===== src/rtl/md_stall_ctrl.sv =====
// Pipeline stall/sequencing controller: HI/LO busy countdown, hazard merge,
// per-stage register enables and a stall-cycle performance counter.
module md_stall_ctrl #(
  parameter int MULT_CYCLES = 5,
  parameter int DIV_CYCLES  = 10,
  parameter int CNT_W       = 4
) (
  input  logic        clk,
  input  logic        reset,
  input  logic        freeze,
  input  logic        D_dataHazard,
  input  logic        D_mdUse,
  input  logic        E_mdStart,
  input  logic        E_mdIsDiv,
  output logic        F_pcEn,
  output logic        D_regEn,
  output logic        E_regEn,
  output logic        E_flush,
  output logic        M_regEn,
  output logic        W_regEn,
  output logic        E_mdBusy,
  output logic        E_mdDone,
  output logic        mdOverlapErr,
  output logic [31:0] stallCnt
);

  localparam logic ST_IDLE = 1'b0;
  localparam logic ST_BUSY = 1'b1;

  localparam logic [CNT_W-1:0] MULT_LD = CNT_W'(MULT_CYCLES);
  localparam logic [CNT_W-1:0] DIV_LD  = CNT_W'(DIV_CYCLES);
  localparam logic [CNT_W-1:0] CNT_ONE = CNT_W'(1);

  logic             state_q, state_d;
  logic [CNT_W-1:0] cnt_q, cnt_d;
  logic             err_q, err_d;
  logic [31:0]      stall_cnt_q, stall_cnt_d;

  logic busy;
  logic last;
  logic stall;

  assign busy  = (state_q == ST_BUSY);
  assign last  = busy && (cnt_q == CNT_ONE);
  // A start in E blocks an MD-use in D in the same cycle, before busy rises.
  assign stall = D_dataHazard | (D_mdUse & (E_mdStart | busy));

  always_comb begin
    F_pcEn   = 1'b1;
    D_regEn  = 1'b1;
    E_regEn  = 1'b1;
    M_regEn  = 1'b1;
    W_regEn  = 1'b1;
    E_flush  = 1'b0;
    E_mdBusy = 1'b0;
    E_mdDone = 1'b0;
    if (!reset) begin
      E_mdBusy = busy;
      if (freeze) begin
        F_pcEn  = 1'b0;
        D_regEn = 1'b0;
        E_regEn = 1'b0;
        M_regEn = 1'b0;
        W_regEn = 1'b0;
      end else begin
        F_pcEn   = !stall;
        D_regEn  = !stall;
        E_flush  = stall;
        E_mdDone = last;
      end
    end
  end

  always_comb begin
    state_d     = state_q;
    cnt_d       = cnt_q;
    err_d       = err_q;
    stall_cnt_d = stall_cnt_q;
    if (!freeze) begin
      if (stall)
        stall_cnt_d = stall_cnt_q + 32'd1;
      if (busy) begin
        // A start while busy is dropped; the running countdown wins.
        if (E_mdStart)
          err_d = 1'b1;
        cnt_d = cnt_q - CNT_ONE;
        if (last)
          state_d = ST_IDLE;
      end else if (E_mdStart) begin
        state_d = ST_BUSY;
        cnt_d   = E_mdIsDiv ? DIV_LD : MULT_LD;
      end
    end
  end

  always_ff @(posedge clk) begin
    if (reset) begin
      state_q     <= ST_IDLE;
      cnt_q       <= '0;
      err_q       <= 1'b0;
      stall_cnt_q <= '0;
    end else begin
      state_q     <= state_d;
      cnt_q       <= cnt_d;
      err_q       <= err_d;
      stall_cnt_q <= stall_cnt_d;
    end
  end

  assign mdOverlapErr = err_q;
  assign stallCnt     = stall_cnt_q;

endmodule


===== config.mk =====
export PLATFORM = sky130hd
export DESIGN_NAME = md_stall_ctrl
export DESIGN_NICKNAME = d
export VERILOG_FILES = /design/src/rtl/md_stall_ctrl.sv
export SDC_FILE = /design/constraint.sdc
export NUM_CORES = 1
export LEC_CHECK = 0
export BUFFER_PORTS_ARGS = -buffer_cell sky130_fd_sc_hd__buf_2
export CAP_MARGIN = 20
export CORE_ASPECT_RATIO = 1.25
export CORE_MARGIN = 2
export CORE_UTILIZATION = 53
export CTS_CLUSTER_SIZE = 10
export DETAILED_ROUTE_END_ITERATION = 12
export PLACE_DENSITY = 0.79
export REMOVE_ABC_BUFFERS = 1
export SLEW_MARGIN = 10
export SYNTH_ARGS = -nofsm -noshare
export SYNTH_HDL_FRONTEND = slang
export SYNTH_SLANG_ARGS = --single-unit

===== constraint.sdc =====
create_clock -name clk -period 1.9 [get_ports clk]
set_input_delay 0 -clock clk [delete_from_list [all_inputs] [get_ports clk]]
set_output_delay 0 -clock clk [all_outputs]
set_load 0.02 [all_outputs]

==> impl_metrics.tcl, run 1 <==
set metrics [dict create \
    drt.antenna.violating_nets 0 \
    io_buffer_count 47 \
    die-area_um2 4260 \
    fp-row-count 24 \
    root_buffer "clkbuf_8" \
    synth_edf_count 0 \
    path_max_fanout 6 \
    fin_cells 332 \
    area_growth_pct 23.5 \
    htree_levels 2 \
    ff_latch_area_um2 761 \
    die_w_um 58.8 \
    drive_above_1_share_pct 30.0 \
    clockBufferDepth 2 \
    syn_avg_cell_area_um2 8.47 \
    first_global_vias 1879 \
    finalWorstSetupSlack_ns 0.129 \
    overflow 0 \
    ys_seq_area_share_pct 38.2 \
    ys_types 45 \
    drt_drc_violations_left 2 \
    layout.nets 302 \
    fin_crit_ns 1.77 \
    synth_area_leaders "dfxtp_1, o31ai_1, or4_1" \
    postLayoutCoreUtil_pct 69.4 \
    cp-start-kind "flop" \
    ys_ff_latch 38 \
    finalSetupViolCount 0 \
    ys_top_cells_by_count "dfxtp_1, a21oi_1, o31ai_1" \
    dp_hpwl_um 3570 \
    diodes 0 \
    grt_max_degree 24 \
    pre_cts_slack_ns 0.0831 \
    routabilityCongestion 0.842 \
    hp-class "input pin to flop" \
    cts.clk_slew.worst_paths_ns 0.08 \
    path_class "flop to flop" \
    ys_warn_count 0 \
    relSlewSlack_pct 59.9 \
    synth_top_area_cell "dfxtp_1" \
    p_leak_nw 0.979 \
    status "complete, but fails checks" \
    critical_path.cell_chain "and4_2, o2111ai_2, buf_4, o311ai_0, o41ai_1" \
    antenna_found_initial 0 \
    critPathSlowestCell "dfxtp_1" \
    dieHeight_um 72.5 \
    drtIter0Drc 84 \
    dp.cells 324 \
    slew_viol_final 0 \
    multi_input_area_um2 1140 \
    cts_buffers 5 \
    violations "design-rule violations" \
    netlist_area_um2 1990 \
    clock_latency_ns 0.30 \
    fmax_mhz 565 \
    worst_ep_arrival_time_ns 1.93 \
    synth_top_area_share_pct 38.2 \
    core_area_um2 3540 \
    syn_inst 235 \
    critPathRequiredTime_ns 2.06 \
    worst_pin_slew_ns 0.587 \
    vias 2067 \
    fillers 301 \
    postCtsSetupRepairBufs 0 \
    routed_wl_um 4980 \
    vias_per_cell 6.23 \
    rsz0062_at_grt "no" \
    dr.pass1.iters 8 \
    power_density_nw_per_um2 630 \
    cts_tree "done" \
    drv_cap 0 \
    wl_per_cell_um 15.0 \
    io_pins 48 \
    report.final.hold_viol_count 0 \
    grt_use_total_pct 25.3 \
    critPathCaptureType "flop" \
    start_util_pct 56.1 \
    fin_crit_sh_pct 93.2 \
    grt_pass1_wl_um 8480 \
    clock_skew_ns 0.0115 \
    yosysMostFrequentCell "dfxtp_1" \
    synth_ff_type "dfxtp_1" \
    cp_slowest_stage_delay_ns 0.38 \
    clkSinkCount 38 \
    postSynth.asyncResetShare_pct 0 \
    ir_drop_mv 0.539 \
]
==> critical path: cells and delay by family, from the launching register on <==
| family | cells | cell delay [ns] |
|---|---|---|
| compound gates | 3 | 0.68 |
| buf+inv | 1 | 0.21 |
| flops | 1 | 0.38 |
| simple gates | 1 | 0.36 |
==> logic make-up (layout without fill, tap and decap cells) <==
group | count (synthesis) | in the layout | synth area share, %
AOI/OAI and AO/OA | 72 | 72 | 24.0
xor gates and xnor gates | 5 | 5 | 2.20
adders and majority gates | 3 | 3 | 1.89
buffers and inverters | 24 | 82 | 5.79
DFF | 38 | 38 | 38.2
muxes | 1 | 1 | 0.503
and+or+nand+nor | 92 | 92 | 27.4
==> per-stage QoR <==
| stage | hold WS, ns | area (um^2) | TNS, ns | total power [mW] |
|---|---|---|---|---|
| detailed placement | 0.364 | 2330 | 0 | 0.977 |
| global placement | 0.350 | 2330 | 0 | 0.975 |
| floorplan | 0.0691 | 1900 | -0.163 | 0.917 |
| finish | 0.0606 | 2460 | 0 | 1.55 |
| CTS | 0.0639 | 2430 | 0 | 1.55 |
| global route | 0.0844 | 2460 | 0 | 1.61 |
==> worst paths after layout <==
kind | startpoint | endpoint | slack (ns) | cells past startpoint
setup / recovery | stallCnt[6] | stallCnt[24] | 0.13 | 5
hold / removal | E_mdStart | mdOverlapErr | 0.06 | 3
setup reg to reg | stallCnt[6] | stallCnt[24] | 0.13 | 5
hold reg to reg | stallCnt[31] | stallCnt[31] | 0.48 | 2
==> metal layers <==
layer  share of wire, %  up-vias  global-route usage [%]  wire length [um]
li1                   -     1020                       -                 -
met1                 44      974                    32.5              2200
met2                 48       65                    40.5              2400
met3                5.7        8                    5.70               283
met4                1.9        0                    10.9                96
met5                  0        -                       0                 0
==> sequential cells by signal, summed over array words and instances, names as in the netlist <==
signal and cells:
stallCnt 32, cnt_q 4, busy 1, mdOverlapErr 1
==> final cells by class <==
| type | count | share of cell area [%] |
|---|---|---|
| clock inverters | 2 | 0.509 |
| flip-flops and latches | 38 | 31.0 |
| repair buffers | 67 | 15.7 |
| well taps | 39 | 1.99 |
| inverters | 7 | 1.07 |
| multi-input cells | 173 | 46.4 |
| clock buffers | 6 | 3.36 |
==> power breakdown <==
part	total, mW	switching [mW]	internal (mW)
sequential	0.822	0.0134	0.809
clock	0.587	0.295	0.292
combinational	0.139	0.0900	0.0486
total	1.55	0.399	1.15
==> timing repair <==
action	CTS	global route
resized for setup	0	6
setup endpoints to repair	0	16
hold endpoints to repair	0	0
hold buffers	0	0
==> cells in the final DEF (no fill, tap or decap), drive strengths merged, types with 7 or more instances in the layout <==
cell type	count
nand4	9
nand2	16
o21ai	7
a21oi	26
buf	67
nand3	10
dfxtp	38
inv	7
nor2	14
or4	18
o31ai	20
(Power assumes the default switching activity.)
==> inputs of run 2 (changes only) <==
--- a/config.mk
+++ b/config.mk
@@ -12,7 +12,7 @@
 export CORE_UTILIZATION = 53
 export CTS_CLUSTER_SIZE = 10
 export DETAILED_ROUTE_END_ITERATION = 12
-export PLACE_DENSITY = 0.79
+export PLACE_DENSITY = 0.8
 export REMOVE_ABC_BUFFERS = 1
 export SLEW_MARGIN = 10
 export SYNTH_ARGS = -nofsm -noshare
==> impl_metrics.tcl, run 2 (synthesis results as in run 1) <==
set metrics [dict create \
    status "complete, but fails checks" \
    violations "design-rule violations" \
    grt_pass1_wl_um 8400 \
    fmax_mhz 567 \
    layout.nets 301 \
    clkSinkCount 38 \
    start_util_pct 56.1 \
    r2r_slack_ns 0.14 \
    io_buffer_count 47 \
    critPathSlowestCell "or4_1" \
    dieHeight_um 72.5 \
    power_density_nw_per_um2 624 \
    drt_drc_violations_left 3 \
    path_max_fanout 12 \
    total_power_mw 1.52 \
    io_pins 48 \
    drv_cap 0 \
    core_area_um2 3540 \
    rsz0062_at_grt "no" \
    largest_reg_flops 32 \
    antenna_found_initial 0 \
    power.share.switching_pct 25.0 \
    wl_per_cell_um 14.8 \
    fin_crit_ns 1.76 \
    htree_levels 2 \
    vias_per_cell 6.21 \
    root_buffer "clkbuf_8" \
    cp-start-kind "flop" \
    postLayoutCoreUtil_pct 68.8 \
    dp.cells 322 \
    critPathRequiredTime_ns 2.12 \
    critical_path.cell_chain "and4_4, o2111ai_1, buf_4, or4_1, a21oi_1" \
    highest_layer "met4" \
    drive_above_1_share_pct 29.3 \
    dp_hpwl_um 3600 \
    cts.clk_slew.worst_paths_ns 0.08 \
    finalSetupViolCount 0 \
    report.final.hold_viol_count 0 \
    diodes 0 \
    dr.pass1.iters 8 \
    cts_tree "done" \
    area_growth_pct 22.5 \
    p_int_mw 1.14 \
    hp-class "input pin to flop" \
    power_frac_clock_pct 36.7 \
    wl_met1_um 2100 \
    dr_wl_met2_um 2450 \
    path_class "flop to flop" \
    routed_wl_um 4880 \
    drt.antenna.violating_nets 0 \
    p_leak_nw 0.972 \
    worst_pin_slew_ns 0.542 \
    dr_wl_met3_um 254 \
    drtIter0Drc 88 \
    slew_viol_final 0 \
    critPathCaptureType "flop" \
    die_w_um 58.8 \
    cts_buffers 5 \
    clock_skew_ns 0.00645 \
    switchingPower_mw 0.380 \
    first_global_vias 1875 \
    die-area_um2 4260 \
    final_common_cell "buf_2" \
    clockBufferDepth 2 \
    grt_max_degree 24 \
    hold_buffers 0 \
    routabilityCongestion 0.807 \
    worst_ep_arrival_time_ns 1.98 \
    overflow 0 \
    fin_crit_sh_pct 92.8 \
    grt_use_total_pct 25.0 \
    ir_drop_mv 0.466 \
    clock_latency_ns 0.29 \
    cp_slowest_stage_delay_ns 0.46 \
    mostFrequentLayoutCells "buf_2, dfxtp_1, a21oi_1, o31ai_1, buf_4" \
    vias 2043 \
    relSlewSlack_pct 62.9 \
    fp-row-count 24 \
    pwr-share-seq_pct 54.1 \
    fin_cells 329 \
    combPwrFrac_pct 9.2 \
    fillers 303 \
]
==> run 2: per-stage QoR <==
step / hold slack, ns / area, um^2 / setup TNS (ns) / setup slack, ns
floorplan: 0.0691 / 1900 / -0.163 / -0.0813
global placement: 0.347 / 2320 / 0 / 0.0960
detailed placement: 0.378 / 2320 / 0 / 0.0642
CTS: 0.0806 / 2400 / 0 / 0.0503
global route: 0.108 / 2440 / 0 / 0.00713
finish: 0.0800 / 2440 / 0 / 0.137
==> run 2: path summary, 6_finish.rpt <==
path                   to    startpoint  depth (start not counted)
max          stallCnt[18]   stallCnt[8]                          5
min          mdOverlapErr     E_mdStart                          3
max reg2reg  stallCnt[18]   stallCnt[8]                          5
min reg2reg  stallCnt[31]  stallCnt[31]                          2
==> run 2: per-layer routing <==
layer | global-route usage, % | up-vias
li1 | - | 1016
met4 | 7.83 | 0
met5 | 0 | -
met2 | 43.2 | 58
met3 | 5.88 | 8
met1 | 30.1 | 961
==> run 2: power by group through the flow <==
stage,registers (mW),logic (mW),clock network [mW]
3_3_place_gp,0.840,0.138,0
4_1_cts,0.822,0.141,0.560
6_report,0.823,0.140,0.557
5_1_grt,0.825,0.156,0.588
3_5_place_dp,0.841,0.140,0
2_1_floorplan,0.847,0.0701,0
==> run 2: cell type report <==
cell class / instances / area, um^2 / share of cell area (%)
well taps: 39 / 48.8 / 2.00
repair buffers: 66 / 378 / 15.5
clock buffers: 6 / 82.6 / 3.39
inverters: 7 / 26.3 / 1.08
flip-flops and latches: 38 / 761 / 31.2
multi-input cells: 173 / 1140 / 46.8
==> run 2: timing repair <==
item | in CTS | in global routing
setup endpoints to repair | 0 | 18
setup buffers | 0 | 1
gates resized for setup | 0 | 8
==> run 2: worst max-delay path: cells and delay by family, from the launching register on <==
family | cells | cell delay (ns)
flops | 1 | 0.40
buf+inv | 1 | 0.22
simple gates | 2 | 0.74
compound gates | 2 | 0.32
